**config.mk**
```make
export PLATFORM = sky130hd
export DESIGN_NAME = sha256_msg_padder
export DESIGN_NICKNAME = d
export VERILOG_FILES = /design/src/rtl/sha256_msg_padder.sv
export SDC_FILE = /design/constraint.sdc
export NUM_CORES = 1
export LEC_CHECK = 0
export ABC_AREA = 1
export CELL_PAD_IN_SITES_DETAIL_PLACEMENT = 1
export CELL_PAD_IN_SITES_GLOBAL_PLACEMENT = 1
export CORE_ASPECT_RATIO = 1.25
export CORE_UTILIZATION = 39
export CTS_BUF_LIST = sky130_fd_sc_hd__clkbuf_8 sky130_fd_sc_hd__clkbuf_16
export DETAILED_ROUTE_END_ITERATION = 16
export MAX_ROUTING_LAYER = met4
export PLACE_DENSITY_LB_ADDON = 0.1
export SYNTH_ARGS = -nofsm -noshare
export SYNTH_HDL_FRONTEND = slang
export SYNTH_SLANG_ARGS = --single-unit
```
**constraint.sdc**
```tcl
create_clock -name clk -period 4.4 [get_ports clk]
set_clock_uncertainty 0.15 [all_clocks]
set_input_delay 0.88 -clock clk [delete_from_list [all_inputs] [get_ports clk]]
set_output_delay 0.88 -clock clk [all_outputs]
set_load 0.03 [all_outputs]
```
**src/rtl/sha256_msg_padder.sv**
```systemverilog
// sha256_msg_padder: packs a byte stream into SHA-256 padded 32-bit message-schedule words.
// Ports: clk/rst (async, active-high); start opens a new message;
//   data_in/data_valid/data_last/data_ready form the byte stream in;
//   word_out/word_valid/word_ready form the word stream out, tagged with
//   word_idx (0-15 in block), block_last, msg_last; msg_done pulses after the
//   final word is taken; err is the sticky dropped-byte flag.
// Build option: define SHA256_PAD_ERR_EN to enable err detection (else err=0).
module sha256_msg_padder (
  input  logic        clk,
  input  logic        rst,
  input  logic        start,
  input  logic [7:0]  data_in,
  input  logic        data_valid,
  input  logic        data_last,
  output logic        data_ready,
  output logic [31:0] word_out,
  output logic        word_valid,
  input  logic        word_ready,
  output logic [3:0]  word_idx,
  output logic        block_last,
  output logic        msg_last,
  output logic        msg_done,
  output logic        err
);
  localparam logic [2:0] IDLE = 3'd0, ABSORB = 3'd1, PAD = 3'd2, LEN_HI = 3'd3, LEN_LO = 3'd4;
  logic [2:0]  state;
  logic [31:0] acc, acc_n, padded;
  logic [1:0]  lane;
  logic [60:0] cnt;
  logic        pend80, take, acc_w;
  logic [5:0]  sh;
  logic [63:0] bit_len;
  assign data_ready = (state == ABSORB) && !word_valid;
  assign take       = data_valid && data_ready;
  assign acc_w      = word_valid && word_ready;
  assign block_last = word_idx == 4'd15;
  assign bit_len    = {cnt, 3'b000};
  // acc_n drops the new byte into its lane; padded keeps the filled lanes and
  // appends 0x80 then zeros. A full word (sh==32) leaves padded==acc_n, so the
  // 0x80 marker has to follow as a separate word (pend80).
  always_comb begin
    acc_n  = (acc & ~(32'hFF00_0000 >> {lane, 3'b000})) | ({data_in, 24'h0} >> {lane, 3'b000});
    sh     = {1'b0, lane, 3'b000} + 6'd8;
    padded = (acc_n & ~(32'hFFFF_FFFF >> sh)) | (32'h8000_0000 >> sh);
  end
  always_ff @(posedge clk or posedge rst) begin
    if (rst) begin
      state      <= IDLE;
      acc        <= '0;
      lane       <= '0;
      cnt        <= '0;
      pend80     <= 1'b0;
      word_out   <= '0;
      word_valid <= 1'b0;
      word_idx   <= '0;
      msg_last   <= 1'b0;
      msg_done   <= 1'b0;
    end else begin
      msg_done <= 1'b0;
      if (start) begin
        state      <= ABSORB;
        lane       <= '0;
        cnt        <= '0;
        pend80     <= 1'b0;
        word_valid <= 1'b0;
        word_idx   <= '0;
        msg_last   <= 1'b0;
      end else begin
        // word_idx always names the word being offered, or the next one to load
        if (acc_w) begin
          word_valid <= 1'b0;
          word_idx   <= word_idx + 4'd1;
        end
        case (state)
          ABSORB: if (take) begin
            acc  <= acc_n;
            lane <= lane + 2'd1;
            cnt  <= cnt + 61'd1;
            if (data_last) begin
              word_out   <= padded;
              word_valid <= 1'b1;
              pend80     <= lane == 2'd3;
              state      <= PAD;
            end else if (lane == 2'd3) begin
              word_out   <= acc_n;
              word_valid <= 1'b1;
            end
          end
          PAD: if (!word_valid) begin
            word_valid <= 1'b1;
            pend80     <= 1'b0;
            word_out   <= pend80 ? 32'h8000_0000 : (word_idx == 4'd14) ? bit_len[63:32] : 32'h0;
            if (!pend80 && word_idx == 4'd14) state <= LEN_HI;
          end
          // the low length word follows in the same cycle the high one is taken
          LEN_HI: if (acc_w) begin
            word_out   <= bit_len[31:0];
            word_valid <= 1'b1;
            msg_last   <= 1'b1;
            state      <= LEN_LO;
          end
          LEN_LO: if (acc_w) begin
            msg_last <= 1'b0;
            msg_done <= 1'b1;
            state    <= IDLE;
          end
          default: ;
        endcase
      end
    end
  end
`ifdef SHA256_PAD_ERR_EN
  always_ff @(posedge clk or posedge rst) begin
    if (rst) err <= 1'b0;
    else if (start) err <= 1'b0;
    else if (data_valid && state != ABSORB) err <= 1'b1;
  end
`else
  assign err = 1'b0;
`endif
endmodule

```
; After elaboration in Yosys (flattened, before gate mapping)
; Cells that the tools add are included.
[word_totals]
ff_bits = 138
latchBits = 0
ramBits = 0
romBits = 0
memories = 0
[op_classes]
add_sub_neg = 4
mul = 0
n_div = 0
n_lt_le_gt_ge = 0
eq_ne = 17
shifts = 4
n_mux = 44
bitwise_logic = 7
reduce_logical = 19
[ops]
columns = cell, n
row1 = $mux W32, 7
row2 = $mux W61, 3
row3 = $pmux W32 S3, 1
row4 = $and A32 B32 Y32, 2
row5 = $not A32 Y32, 2
row6 = $or A32 B32 Y32, 2
row7 = $shr A32 B6 Y32 const A, 2
row8 = $add A61 B1 Y61 const B, 1
row9 = $shr A32 B5 Y32, 1
row10 = $shr A32 B5 Y32 const A, 1
row11 = $mux W3, 7
row12 = $ne A3 B3 Y1 const B, 6
row13 = $mux W1, 17
row14 = $pmux W3 S4, 1
row15 = $reduce_bool A3 Y1, 3
row16 = $eq A4 B4 Y1 const B, 2
row17 = $mux W4, 2
row18 = $reduce_and A7 Y1, 1
row19 = $add A5 B4 Y6 const B, 1
row20 = $eq A3 B2 Y1 const B, 2
row21 = $mux W2, 3
row22 = $ne A2 B2 Y1 const B, 3
row23 = $reduce_and A3 Y1, 2
row24 = $reduce_and A6 Y1, 1
row25 = other kinds (15), 22

; Depth between registers and ports, before layout
[logic_depth]
depth_word = 9
depth_mapped = 11

; Least setup slack after synthesis
; Ideal clock, no wire load.
[synth_path]
path_type = reg2out
start = register word_idx[1]
end = output port block_last
arrival_time_ns = 1.208
t_required_ns = 3.370
path_slack_ns = 2.162
path_stages_with_launch = 4
n_path_buf = 0
path_cell_list = dfrtp_1 > ha_1 > inv_1 > nor2_1
[synth_between]
elab_chain_len = 1
[synth_rtl]
columns = item, line_no
row1 = from (decl), 19  ; output logic [3:0] word_idx,
row2 = from (signal assigned), 72  ; word_idx <= word_idx + 4'd1;
row3 = $eq A4 B4 Y1, 36  ; assign block_last = word_idx == 4'd15;
row4 = to (decl), 20  ; output logic block_last,
; No other way between the ends.

; Final worst setup path
[layout_path]
start = register state[0]
end = output port data_ready
[layout_between]
elab_chain_len = 2
[layout_rtl]
columns = item, line_no
row1 = from (decl), 26  ; logic [2:0] state;
row2 = from (signal assigned), 48  ; state <= IDLE;
row3 = from (signal assigned), 61  ; state <= ABSORB;
row4 = from (signal assigned), 83  ; state <= PAD;
row5 = $eq A3 B1 Y1, 33  ; assign data_ready = (state == ABSORB) && !word_valid;
row6 = $logic_and A1 B1 Y1, 33
row7 = to (decl), 15  ; output logic data_ready,
; No other way between the ends.

==> summary.txt <==
Status
  – Outcome: completed

Worst setup path
  – Critical path's slowest cell: clkdlybuf4s50_1
  – Worst Setup Start Kind: register
  – Worst path cell trace: inv_2 > nor2_4 > nand3_2 > inv_1 > clkdlybuf4s50_1
  – Worst R2R Path Depth: 9
  – Max Fanout on Critical Path: 7
  – Worst stage delay on the critical path: 0.66 ns
  – Req. time, crit path: 3.37 ns
  – Crit end category: output port
  – WS Path Type: reg -> out
  – Worst EP arrival: 2.03 ns

STA
  – Final worst slack: 1.34 ns
  – Relative slew margins: 0.473
  – Final number of setup-violating endpoints: 0
  – Setup tns final: 0 ns
  – Hold Vio Cnt, Final: 0
  – Fin crit share: 0.695
  – Final Critical Period: 3.06 ns
  – Fmax: 327 MHz
  – Worst-Margin Slew: 0.789 ns
  – RSZ-0062 raised after global routing: no
  – Slew Limit Fails: 0

Finish
  – Nets: 1,206
  – Share of cells above drive strength 1: 0.0785
  – Syn-to-layout area delta: 16.4%
  – Area of the multi-input gates: 0.00396 mm^2
  – Final Instance Area: 0.00945 mm^2
  – Finished Core Util: 0.467
  – Fillers: 2,532
  – ANT cells: 0
  – Sequential cell area: 0.00345 mm^2

Floorplan
  – Die height: 163 um
  – Die Span X: 131 um
  – Initial core utilization: 0.401
  – Placement Rows: 58
  – Core area: 0.0202 mm^2
  – I/O Pins: 56
  – Die Footprint: 0.0214 mm^2

Global routing
  – Global-route wire length before repair: 44,900 um
  – Met2 usage: 0.490
  – Antenna violations before repair: 0
  – Global routing's busiest layer: met2
  – M1 GR Usage: 0.352
  – Grt met3 use: 0.0459
  – GRT Total Usage: 0.293
  – GRT Residual Overflow: 0
  – Pin count of the biggest net entering global routing: 48
  – Number of global-route vias before repair: 7,959

Drt
  – Vias per cell: 5.35
  – Wire length per cell: 19.6 um
  – Pre-Repair DR Iteration Count: 4
  – Final wirelength: 28,700 um
  – Via count: 7,857
  – Antenna viol nets, final: 0
  – Iteration-0 DRC Markers: 405
  – # DRC: 0

Clocking
  – H-tree depth: 4
  – CTS tree: yes
  – CTS buffer count: 17
  – # Post-CTS Setup Buffers: 0
  – Post-CTS sizing: 0
  – Clock Sinks: 138
  – Hold_buf cts: 0
  – Clock tree buffer depth: 2
  – Clk slew on worst S/H paths: 0.06 ns
  – Root Driver: clkbuf_16
  – Worst skew pair latency: 0.43 ns

Place
  – Dpl ws: 0.900 ns
  – Post-detail-place hpwl: 22,200 um
  – I/O Buffers: 54
  – Gpl congestion: 0.937
  – Placement Cell Area: 0.00886 mm^2

Flow run
  – Max_cap viols: 0

Yosys
  – Top_reg_cell synth: dfrtp_1
  – Top-count cell post-synth: nand2_1
  – Yosys warning total: 0
  – Syn avg cell area: 7.12 um^2
  – EDFF count, synth: 0
  – Largest cells by area after synthesis: dfrtp_1 (43%), nand2_1 (15%), nor2_1 (6.9%)
  – Sequential area share after synthesis: 0.425
  – Synth Instances: 1,141
  – Register bit total from synthesis: 138
  – Commonest cells post-synth: nand2_1 (329), nor2_1 (150), dfrtp_1 (138)
  – Yosys top cell area share: 0.425
  – Asr flop ratio synth: 1.00
  – Yosys cell types: 41
  – Synth area leader: dfrtp_1
  – Post-synthesis instance area: 0.00812 mm^2
  – Post-Syn Nets: 1,162

Power and ir drop
  – PwrDens: 536 mW/mm^2
  – Total power draw: 5.06 mW
  – Leakage: 4.02 nW
  – VDD IR max: 0.275 mV

Min path
  – Hold depth: 2
  – Hold Crit Class: reg -> reg
==> critical path, delay by kind of cell, from the launching register on <==
family	cells	cell delay, ns
buffers and inverters	3	0.84
flip-flops	1	0.53
AND/OR/NAND/NOR	2	0.22
==> layout by cell type (no fill, tap or decap), types with 3 or more instances in the layout <==
| master | Yosys | layout |
|---|---|---|
| o22ai_1 | 37 | 37 |
| clkdlybuf4s50_1 | 0 | 54 |
| o21ai_1 | 9 | 9 |
| nor3b_1 | 3 | 3 |
| clkinvlp_4 | 0 | 3 |
| nand3_2 | 3 | 3 |
| clkinv_4 | 0 | 4 |
| and3_1 | 4 | 4 |
| ha_1 | 7 | 7 |
| nor2_4 | 9 | 9 |
| dfrtp_1 | 138 | 138 |
| o21ai_0 | 81 | 81 |
| nor2_2 | 11 | 11 |
| nor3_1 | 24 | 24 |
| nand3b_1 | 4 | 4 |
| a22oi_1 | 9 | 9 |
| o21ai_2 | 10 | 10 |
| nand3_1 | 57 | 57 |
| inv_1 | 118 | 116 |
| buf_4 | 8 | 13 |
| nand4_1 | 21 | 21 |
| nand2_1 | 329 | 329 |
| inv_2 | 6 | 7 |
| clkbuf_16 | 0 | 17 |
| a21oi_1 | 52 | 52 |
| nor2_1 | 150 | 150 |
| inv_6 | 0 | 4 |
==> per-layer routing <==
| layer | share of wire | wire (um) |
|---|---|---|
| met5 | 0 | 0 |
| met1 | 0.43 | 12400 |
| met2 | 0.50 | 14300 |
| met4 | 0.035 | 1000 |
| met3 | 0.035 | 1010 |
==> state kept, by name, indices dropped and copies added (netlist names) <==
register / cells
msg_last: 1
cnt: 61
word_valid: 1
word_idx: 4
lane: 2
state: 3
pend80: 1
acc: 32
word_out: 32
msg_done: 1
==> metrics by stage <==
step | hold WS (ns) | cells
floorplan | 0.292 | 1141
global placement | 0.305 | 1436
detailed placement | 0.308 | 1436
CTS | 0.324 | 1468
global route | 0.353 | 1468
finish | 0.318 | 1468
==> worst paths after layout <==
check / to / from / slack (ns)
hold reg to reg: word_out[3]$_DFFE_PP0P_ / word_out[3]$_DFFE_PP0P_ / 0.32
hold / removal: word_out[3]$_DFFE_PP0P_ / word_out[3]$_DFFE_PP0P_ / 0.32
min in group asynchronous: acc[19]$_DFFE_PP0P_ / rst / 0.60
max in group asynchronous: cnt[7]$_DFFE_PP0P_ / rst / 2.59
setup reg to reg: word_out[1]$_DFFE_PP0P_ / state[1]$_DFFE_PP0P_ / 1.48
setup / recovery: data_ready / state[0]$_DFFE_PP0P_ / 1.34
==> area by class of cell <==
type	instances	share of cell area
multi-input cells	836	0.419
clock buffers	17	0.0450
well taps	270	0.0358
inverters	125	0.0501
clock inverters	15	0.0176
repair buffers	67	0.0675
flip-flops and latches	138	0.365
==> kinds of logic after synthesis <==
logic type                 count (synthesis)  share of synthesized area
adders and majority gates                  7                     0.0108
buffers and inverters                    167                     0.0875
DFF                                      138                      0.425
other                                      1                   0.000462
AOI/OAI and AO/OA                        204                      0.142
and+or+nand+nor                          624                      0.334
==> power by group <==
group	total [mW]	switching (mW)	internal (mW)
clock network	1.48	0.629	0.846
logic	1.88	1.27	0.607
registers	1.70	0.156	1.55
total	5.06	2.06	3.00
No activity file was read; power rests on OpenSTA's default activity.
